File: src/rtl/chess_input_pkg.sv
// Shared key codes, FSM states and event encoding for the chess cursor input path.
package chess_input_pkg;
  localparam int SQ_W = 6;

  localparam logic [7:0] KEY_RIGHT = 8'h4F;
  localparam logic [7:0] KEY_LEFT  = 8'h50;
  localparam logic [7:0] KEY_DOWN  = 8'h51;
  localparam logic [7:0] KEY_UP    = 8'h52;
  localparam logic [7:0] KEY_ENTER = 8'h28;
  localparam logic [7:0] KEY_ESC   = 8'h29;

  // Bit positions in the one-hot event vector; arrows occupy [3:0].
  localparam int EV_RIGHT = 0;
  localparam int EV_LEFT  = 1;
  localparam int EV_DOWN  = 2;
  localparam int EV_UP    = 3;
  localparam int EV_ENTER = 4;
  localparam int EV_ESC   = 5;
  localparam int NUM_EV   = 6;

  typedef enum logic [1:0] {IDLE, FROM_SEL, EMIT} state_t;

  function automatic logic [NUM_EV-1:0] key_onehot(input logic [7:0] code);
    logic [NUM_EV-1:0] oh;
    oh = '0;
    case (code)
      KEY_RIGHT: oh[EV_RIGHT] = 1'b1;
      KEY_LEFT:  oh[EV_LEFT]  = 1'b1;
      KEY_DOWN:  oh[EV_DOWN]  = 1'b1;
      KEY_UP:    oh[EV_UP]    = 1'b1;
      KEY_ENTER: oh[EV_ENTER] = 1'b1;
      KEY_ESC:   oh[EV_ESC]   = 1'b1;
      default:   oh = '0;
    endcase
    return oh;
  endfunction
endpackage

File: src/rtl/keycode_press_detect.sv
// Registers the keycode word twice and turns new key appearances into a single
// prioritised one-hot event, plus which arrows are currently held.
module keycode_press_detect
  import chess_input_pkg::*;
(
  input  logic              i_clk,
  input  logic              i_rst_n,
  input  logic [15:0]       i_keycode,
  output logic [NUM_EV-1:0] o_evt,
  output logic [3:0]        o_present
);
  logic [15:0]       r_kc_q, r_kc_prev;
  logic [NUM_EV-1:0] w_lo_oh, w_hi_oh, w_prev_oh, w_press_lo, w_press_hi, w_press;

  always_ff @(posedge i_clk) begin
    if (!i_rst_n) begin
      r_kc_q    <= '0;
      r_kc_prev <= '0;
    end else begin
      r_kc_q    <= i_keycode;
      r_kc_prev <= r_kc_q;
    end
  end

  assign w_lo_oh    = key_onehot(r_kc_q[7:0]);
  assign w_hi_oh    = key_onehot(r_kc_q[15:8]);
  assign w_prev_oh  = key_onehot(r_kc_prev[7:0]) | key_onehot(r_kc_prev[15:8]);
  assign w_press_lo = w_lo_oh & ~w_prev_oh;
  assign w_press_hi = w_hi_oh & ~w_prev_oh;
  assign w_press    = w_press_lo | w_press_hi;
  assign o_present  = w_lo_oh[3:0] | w_hi_oh[3:0];

  // Escape beats Enter beats arrows; a new arrow in the low byte beats the high byte.
  always_comb begin
    o_evt = '0;
    if (w_press[EV_ESC])          o_evt[EV_ESC]   = 1'b1;
    else if (w_press[EV_ENTER])   o_evt[EV_ENTER] = 1'b1;
    else if (|w_press_lo[3:0])    o_evt[3:0]      = w_press_lo[3:0];
    else                          o_evt[3:0]      = w_press_hi[3:0];
  end
endmodule

File: src/rtl/chess_cursor_ctrl.sv
// Keyboard-driven board cursor with from/to square selection, arrow auto-repeat,
// and a valid/ready move output toward game logic.
module chess_cursor_ctrl
  import chess_input_pkg::*;
#(
  parameter int REPEAT_DELAY  = 25_000_000,
  parameter int REPEAT_PERIOD = 5_000_000
) (
  input  logic            clk_clk,
  input  logic            reset_reset_n,
  input  logic [15:0]     keycode_export,
  output logic [2:0]      cursor_x,
  output logic [2:0]      cursor_y,
  output logic            sel_valid,
  output logic [SQ_W-1:0] sel_sq,
  output logic            move_valid,
  output logic [SQ_W-1:0] move_from,
  output logic [SQ_W-1:0] move_to,
  input  logic            move_ready
);
  localparam int CNT_MAXV = (REPEAT_DELAY > REPEAT_PERIOD) ? REPEAT_DELAY : REPEAT_PERIOD;
  localparam int CNT_W    = $clog2(CNT_MAXV + 1);
  localparam logic [CNT_W-1:0] DLY = CNT_W'(REPEAT_DELAY);
  localparam logic [CNT_W-1:0] PER = CNT_W'(REPEAT_PERIOD);

  logic [NUM_EV-1:0] w_evt;
  logic [3:0]        w_present, w_arrow;
  logic              w_active, w_accept, w_held_on, w_repeat;
  logic [CNT_W-1:0]  w_cnt_nxt, w_target;

  state_t            r_state;
  logic [3:0]        r_held;
  logic [CNT_W-1:0]  r_cnt;
  logic              r_rep;
  logic [2:0]        r_x, r_y;
  logic              r_sel_valid, r_move_valid;
  logic [SQ_W-1:0]   r_sel_sq, r_move_from, r_move_to;

  keycode_press_detect u_press (
    .i_clk     (clk_clk),
    .i_rst_n   (reset_reset_n),
    .i_keycode (keycode_export),
    .o_evt     (w_evt),
    .o_present (w_present)
  );

  assign w_active  = (r_state != EMIT);
  assign w_accept  = w_active && (|w_evt);
  assign w_held_on = |(r_held & w_present);
  assign w_cnt_nxt = (r_cnt == '1) ? r_cnt : r_cnt + 1'b1;
  assign w_target  = r_rep ? PER : DLY;
  assign w_repeat  = w_active && !w_accept && w_held_on && (w_cnt_nxt == w_target);
  assign w_arrow   = w_accept ? w_evt[3:0] : (w_repeat ? r_held : 4'b0);

  // Held key tracking: a non-arrow event loads an all-zero held mask, dropping it.
  always_ff @(posedge clk_clk) begin
    if (!reset_reset_n || !w_active) begin
      r_held <= '0;
      r_cnt  <= '0;
      r_rep  <= 1'b0;
    end else if (w_accept) begin
      r_held <= w_evt[3:0];
      r_cnt  <= '0;
      r_rep  <= 1'b0;
    end else if (!w_held_on) begin
      r_held <= '0;
      r_cnt  <= '0;
      r_rep  <= 1'b0;
    end else if (w_repeat) begin
      r_cnt  <= '0;
      r_rep  <= 1'b1;
    end else begin
      r_cnt  <= w_cnt_nxt;
    end
  end

  always_ff @(posedge clk_clk) begin
    if (!reset_reset_n) begin
      r_state      <= IDLE;
      r_x          <= '0;
      r_y          <= '0;
      r_sel_valid  <= 1'b0;
      r_sel_sq     <= '0;
      r_move_valid <= 1'b0;
      r_move_from  <= '0;
      r_move_to    <= '0;
    end else begin
      if (w_arrow[EV_RIGHT] && r_x != 3'd7) r_x <= r_x + 3'd1;
      if (w_arrow[EV_LEFT]  && r_x != 3'd0) r_x <= r_x - 3'd1;
      if (w_arrow[EV_DOWN]  && r_y != 3'd7) r_y <= r_y + 3'd1;
      if (w_arrow[EV_UP]    && r_y != 3'd0) r_y <= r_y - 3'd1;
      unique case (r_state)
        IDLE: begin
          if (w_evt[EV_ENTER]) begin
            r_sel_sq    <= {r_y, r_x};
            r_sel_valid <= 1'b1;
            r_state     <= FROM_SEL;
          end
        end
        FROM_SEL: begin
          if (w_evt[EV_ESC]) begin
            r_sel_valid <= 1'b0;
            r_state     <= IDLE;
          end else if (w_evt[EV_ENTER]) begin
            if ({r_y, r_x} == r_sel_sq) begin
              r_sel_valid <= 1'b0;
              r_state     <= IDLE;
            end else begin
              r_move_from  <= r_sel_sq;
              r_move_to    <= {r_y, r_x};
              r_move_valid <= 1'b1;
              r_state      <= EMIT;
            end
          end
        end
        EMIT: begin
          if (r_move_valid && move_ready) begin
            r_move_valid <= 1'b0;
            r_sel_valid  <= 1'b0;
            r_state      <= IDLE;
          end
        end
        default: r_state <= IDLE;
      endcase
    end
  end

  assign cursor_x   = r_x;
  assign cursor_y   = r_y;
  assign sel_valid  = r_sel_valid;
  assign sel_sq     = r_sel_sq;
  assign move_valid = r_move_valid;
  assign move_from  = r_move_from;
  assign move_to    = r_move_to;
endmodule

File: config.mk
export PLATFORM = sky130hd
export DESIGN_NAME = chess_cursor_ctrl
export DESIGN_NICKNAME = d
export VERILOG_FILES = /design/src/rtl/chess_input_pkg.sv /design/src/rtl/keycode_press_detect.sv /design/src/rtl/chess_cursor_ctrl.sv
export SDC_FILE = /design/constraint.sdc
export NUM_CORES = 1
export LEC_CHECK = 0
export ABC_AREA = 1
export BUFFER_PORTS_ARGS = -buffer_cell sky130_fd_sc_hd__buf_2
export CAP_MARGIN = 40
export CORE_UTILIZATION = 39
export DETAILED_ROUTE_END_ITERATION = 16
export SYNTH_ARGS = -nofsm -noshare
export SYNTH_HDL_FRONTEND = slang
export SYNTH_SLANG_ARGS = --single-unit
File: constraint.sdc
create_clock -name clk_clk -period 5.25 [get_ports clk_clk]
set_clock_uncertainty 0.1 [all_clocks]
set_input_delay 1.05 -clock clk_clk [delete_from_list [all_inputs] [get_ports clk_clk]]
set_output_delay 1.05 -clock clk_clk [all_outputs]
set_load 0.03 [all_outputs]
==> results.toml <==
[status]
status = "completed"

[floorplan]
boundaryPins = 45
die-height_um = 113
fp.dieW_um = 113
num_rows = 40
core_area_um2 = 12000
start_util_pct = 39.9
die-area_um2 = 12700

[place]
place_congestion = 0.889
port_buffers = 44
place_ws_ns = 1.68
dpl.hpwl_um = 8680
placedInstanceArea_um2 = 5150

[detailed_routing]
num_vias = 4565
drcViolationCount = 0
drt_pre_antenna_iters = 7
ant_nets = 0
viasPerCell = 4.82
wl_um = 11200
first_iter_violations = 236
wl_per_cell_um = 11.8

[final_layout]
syn_to_final_growth_pct = 13.5
diodes = 0
nFillCells = 1257
drive_gt1_share_pct = 10.3
design_area_um2 = 5420
nNetsFinal = 822

[sta]
min_period_over_period_pct = 68.1
setup_viol = 0
finalSetupTns_ns = 0
final.min_clock_period_ns = 3.58
rsz0062_at_grt = "no"
fmax_mhz = 280
tightest_slew_ns = 0.514
hold_viol_final = 0
max_slew_margin_pct = 65.8
final_max_slew_viol_count = 0
layout_setup_ws_ns = 1.67

[logic_synthesis]
ys_types = 36
synth_nets = 777
yosys.area_share.xor_xnor_pct = 1.83
synth_top_area_cell = "dfxtp_1"
synth_enable_flop_cells = 0
async_flop_share_pct = 0
syn_area_per_cell_um2 = 6.36
synth_top_family_by_area = "simple AND/OR/NAND/NOR gates"
syn_inst = 751
syn_area_um2 = 4780
synth.area.mux_share_pct = 0
synthAdderAreaFrac_pct = 2.15
ys_seq_area_share_pct = 37.7
synth.top_cell.area_share_pct = 37.7
yosys.area_share.simple_pct = 36.5
synth_compound_area_share_pct = 10.2
yosysMostFrequentCell = "nand2_1"
yosys_register_bits = 90
synth_commonest_cells = "nand2_1 (221), inv_1 (126), nor2_1 (106)"
synthTopCellsByArea = "dfxtp_1 (38%), nand2_1 (17%), inv_1 (9.9%)"
yosys_most_used_dff = "dfxtp_1"
ys.warnings.count = 0

[power_and_ir_drop]
p_per_area_nw_per_um2 = 273
combPwrFrac_pct = 10.6
p_clk_share_pct = 40.3
intPower_mw = 1.11
p_leak_nw = 2.63
p_total_mw = 1.48
switching_share_pct = 25.2
max-vdd-ir-drop_v = 0.000189
seq_power_share_pct = 49.1
switchingPower_uw = 373

[cts]
cts_tree = "done"
cts_buffers = 9
ctsResizeCount = 0
clk_pin_slew_ns = 0.06
cts_root_buffer = "clkbuf_16"
cts_buffer_depth = 2
hold_buffers = 0
cts_setup_buffers = 0
htreeDepth = 3
clock-sinks = 90
clock_latency_ns = 0.34

[critical_path]
cp-start-kind = "flop"
r2r_start = "r_cnt[0]"
r2r_slack_ns = 1.67
crit_type = "flop to flop"
critPathRequiredTime_ns = 5.39
reg2reg_to = "cursor_y[2]"
cp.arrival_ns = 3.72
end_kind = "flop"
rr_worst_depth = 19
cp_max_fo = 28

[global_routing]
track_usage_pct = 19.0
antenna_found_initial = 0
grt_max_degree = 58
first_global_vias = 4298
overflow = 0
grt_pass1_wl_um = 19300

[min_path]
hp-class = "flop to flop"
hold_depth = 2
hold_path_startpoint = "u_press.r_kc_q[15]"
hold-path-endpoint = "u_press.r_kc_prev[15]"

[run]
max_cap_violations = 0
## routing by layer
metal / GRT usage [%] / vias to the layer above / part of all wire [%]
met5: 0 / - / 0
met4: 8.98 / 0 / 1.7
met3: 3.40 / 16 / 3.1
met2: 31.9 / 82 / 47
met1: 23.7 / 2062 / 48
li1: - / 2405 / -
## final cells by class
cell class | count | area (um2) | share of cell area (%)
clock buffers | 13 | 260 | 4.80
clock inverters | 2 | 12.5 | 0.231
inverters | 131 | 492 | 9.07
multi-input cells | 517 | 2420 | 44.7
flip-flops and latches | 90 | 1800 | 33.2
well taps | 147 | 184 | 3.39
repair buffers | 47 | 250 | 4.61
## cell usage in the layout (no fill, tap or decap), types with 3 or more instances in the layout
cell type / instances
ha_1: 5
o21ai_0: 23
xor2_1: 5
a31oi_1: 3
a21oi_2: 4
nor3_1: 8
nor2_1: 106
a21oi_1: 44
dfxtp_1: 90
nand2_1: 221
clkbuf_16: 9
nand4_1: 10
nand3b_1: 4
xnor2_1: 5
inv_2: 5
inv_1: 126
nor2_4: 4
o22ai_1: 7
nand3_1: 47
buf_2: 44
## metrics by stage
step                utilization (%)  hold slack [ns]  std cells
finish                         45.3            0.331        947
global route                   45.3            0.371        947
CTS                            45.3            0.335        947
detailed placement             43.1            0.325        932
global placement               42.9            0.327        931
floorplan                         -            0.307        751
## flip-flops by register name, indices dropped and copies added, names as in the netlist
| signal | cells |
|---|---|
| move_from | 6 |
| move_to | 6 |
| r_rep | 1 |
| r_cnt | 25 |
| cursor_x | 3 |
| sel_sq | 6 |
| move_valid | 1 |
| u_press.r_kc_q | 16 |
| r_held | 4 |
| r_state | 2 |
| sel_valid | 1 |
| u_press.r_kc_prev | 16 |
| cursor_y | 3 |
## power groups by stage
stage	logic, mW	registers [mW]	clock network, mW
global placement	0.152	0.741	0
finish	0.157	0.727	0.595
global route	0.179	0.730	0.643
CTS	0.158	0.727	0.615
floorplan	0.107	0.747	0
detailed placement	0.157	0.742	0
## logic make-up (layout without fill, tap and decap cells)
kind of cell,Yosys count,count (layout)
buffers and inverters,144,193
adders and majority gates,7,7
and+or+nand+nor,412,412
DFF,90,90
xor gates and xnor gates,10,10
AOI/OAI and AO/OA,88,88
## critical path, stage by stage, from the launching register on
cell and delay, ns:
dfxtp_1 0.45, ha_1 0.33, inv_2 0.08, nor2_4 0.20, nand2_4 0.09, nor2_4 0.15
nand2_4 0.21, inv_1 0.24, a21oi_1 0.09, nor2_1 0.11, nand2_1 0.10, nor3_4 0.20
nand3_1 0.11, nand2_1 0.12, nand2_2 0.10, fa_1 0.40, inv_1 0.07, nand3_1 0.09
a21oi_1 0.15, nor2_1 0.06
## worst max-delay path by stage
stage,start,end,slack [ns],depth (start not counted)
final,r_cnt[0],cursor_y[2],1.67,19
after global routing,r_cnt[0],cursor_y[2],1.33,21
after CTS,r_cnt[0],cursor_y[2],1.67,21
after detailed placement,r_cnt[0],cursor_y[2],1.68,21
after global placement,reset_reset_n,r_cnt[17],1.78,8
after floorplan,r_cnt[0],cursor_x[2],2.20,20
Note: power is estimated with default switching activity, not from simulation.
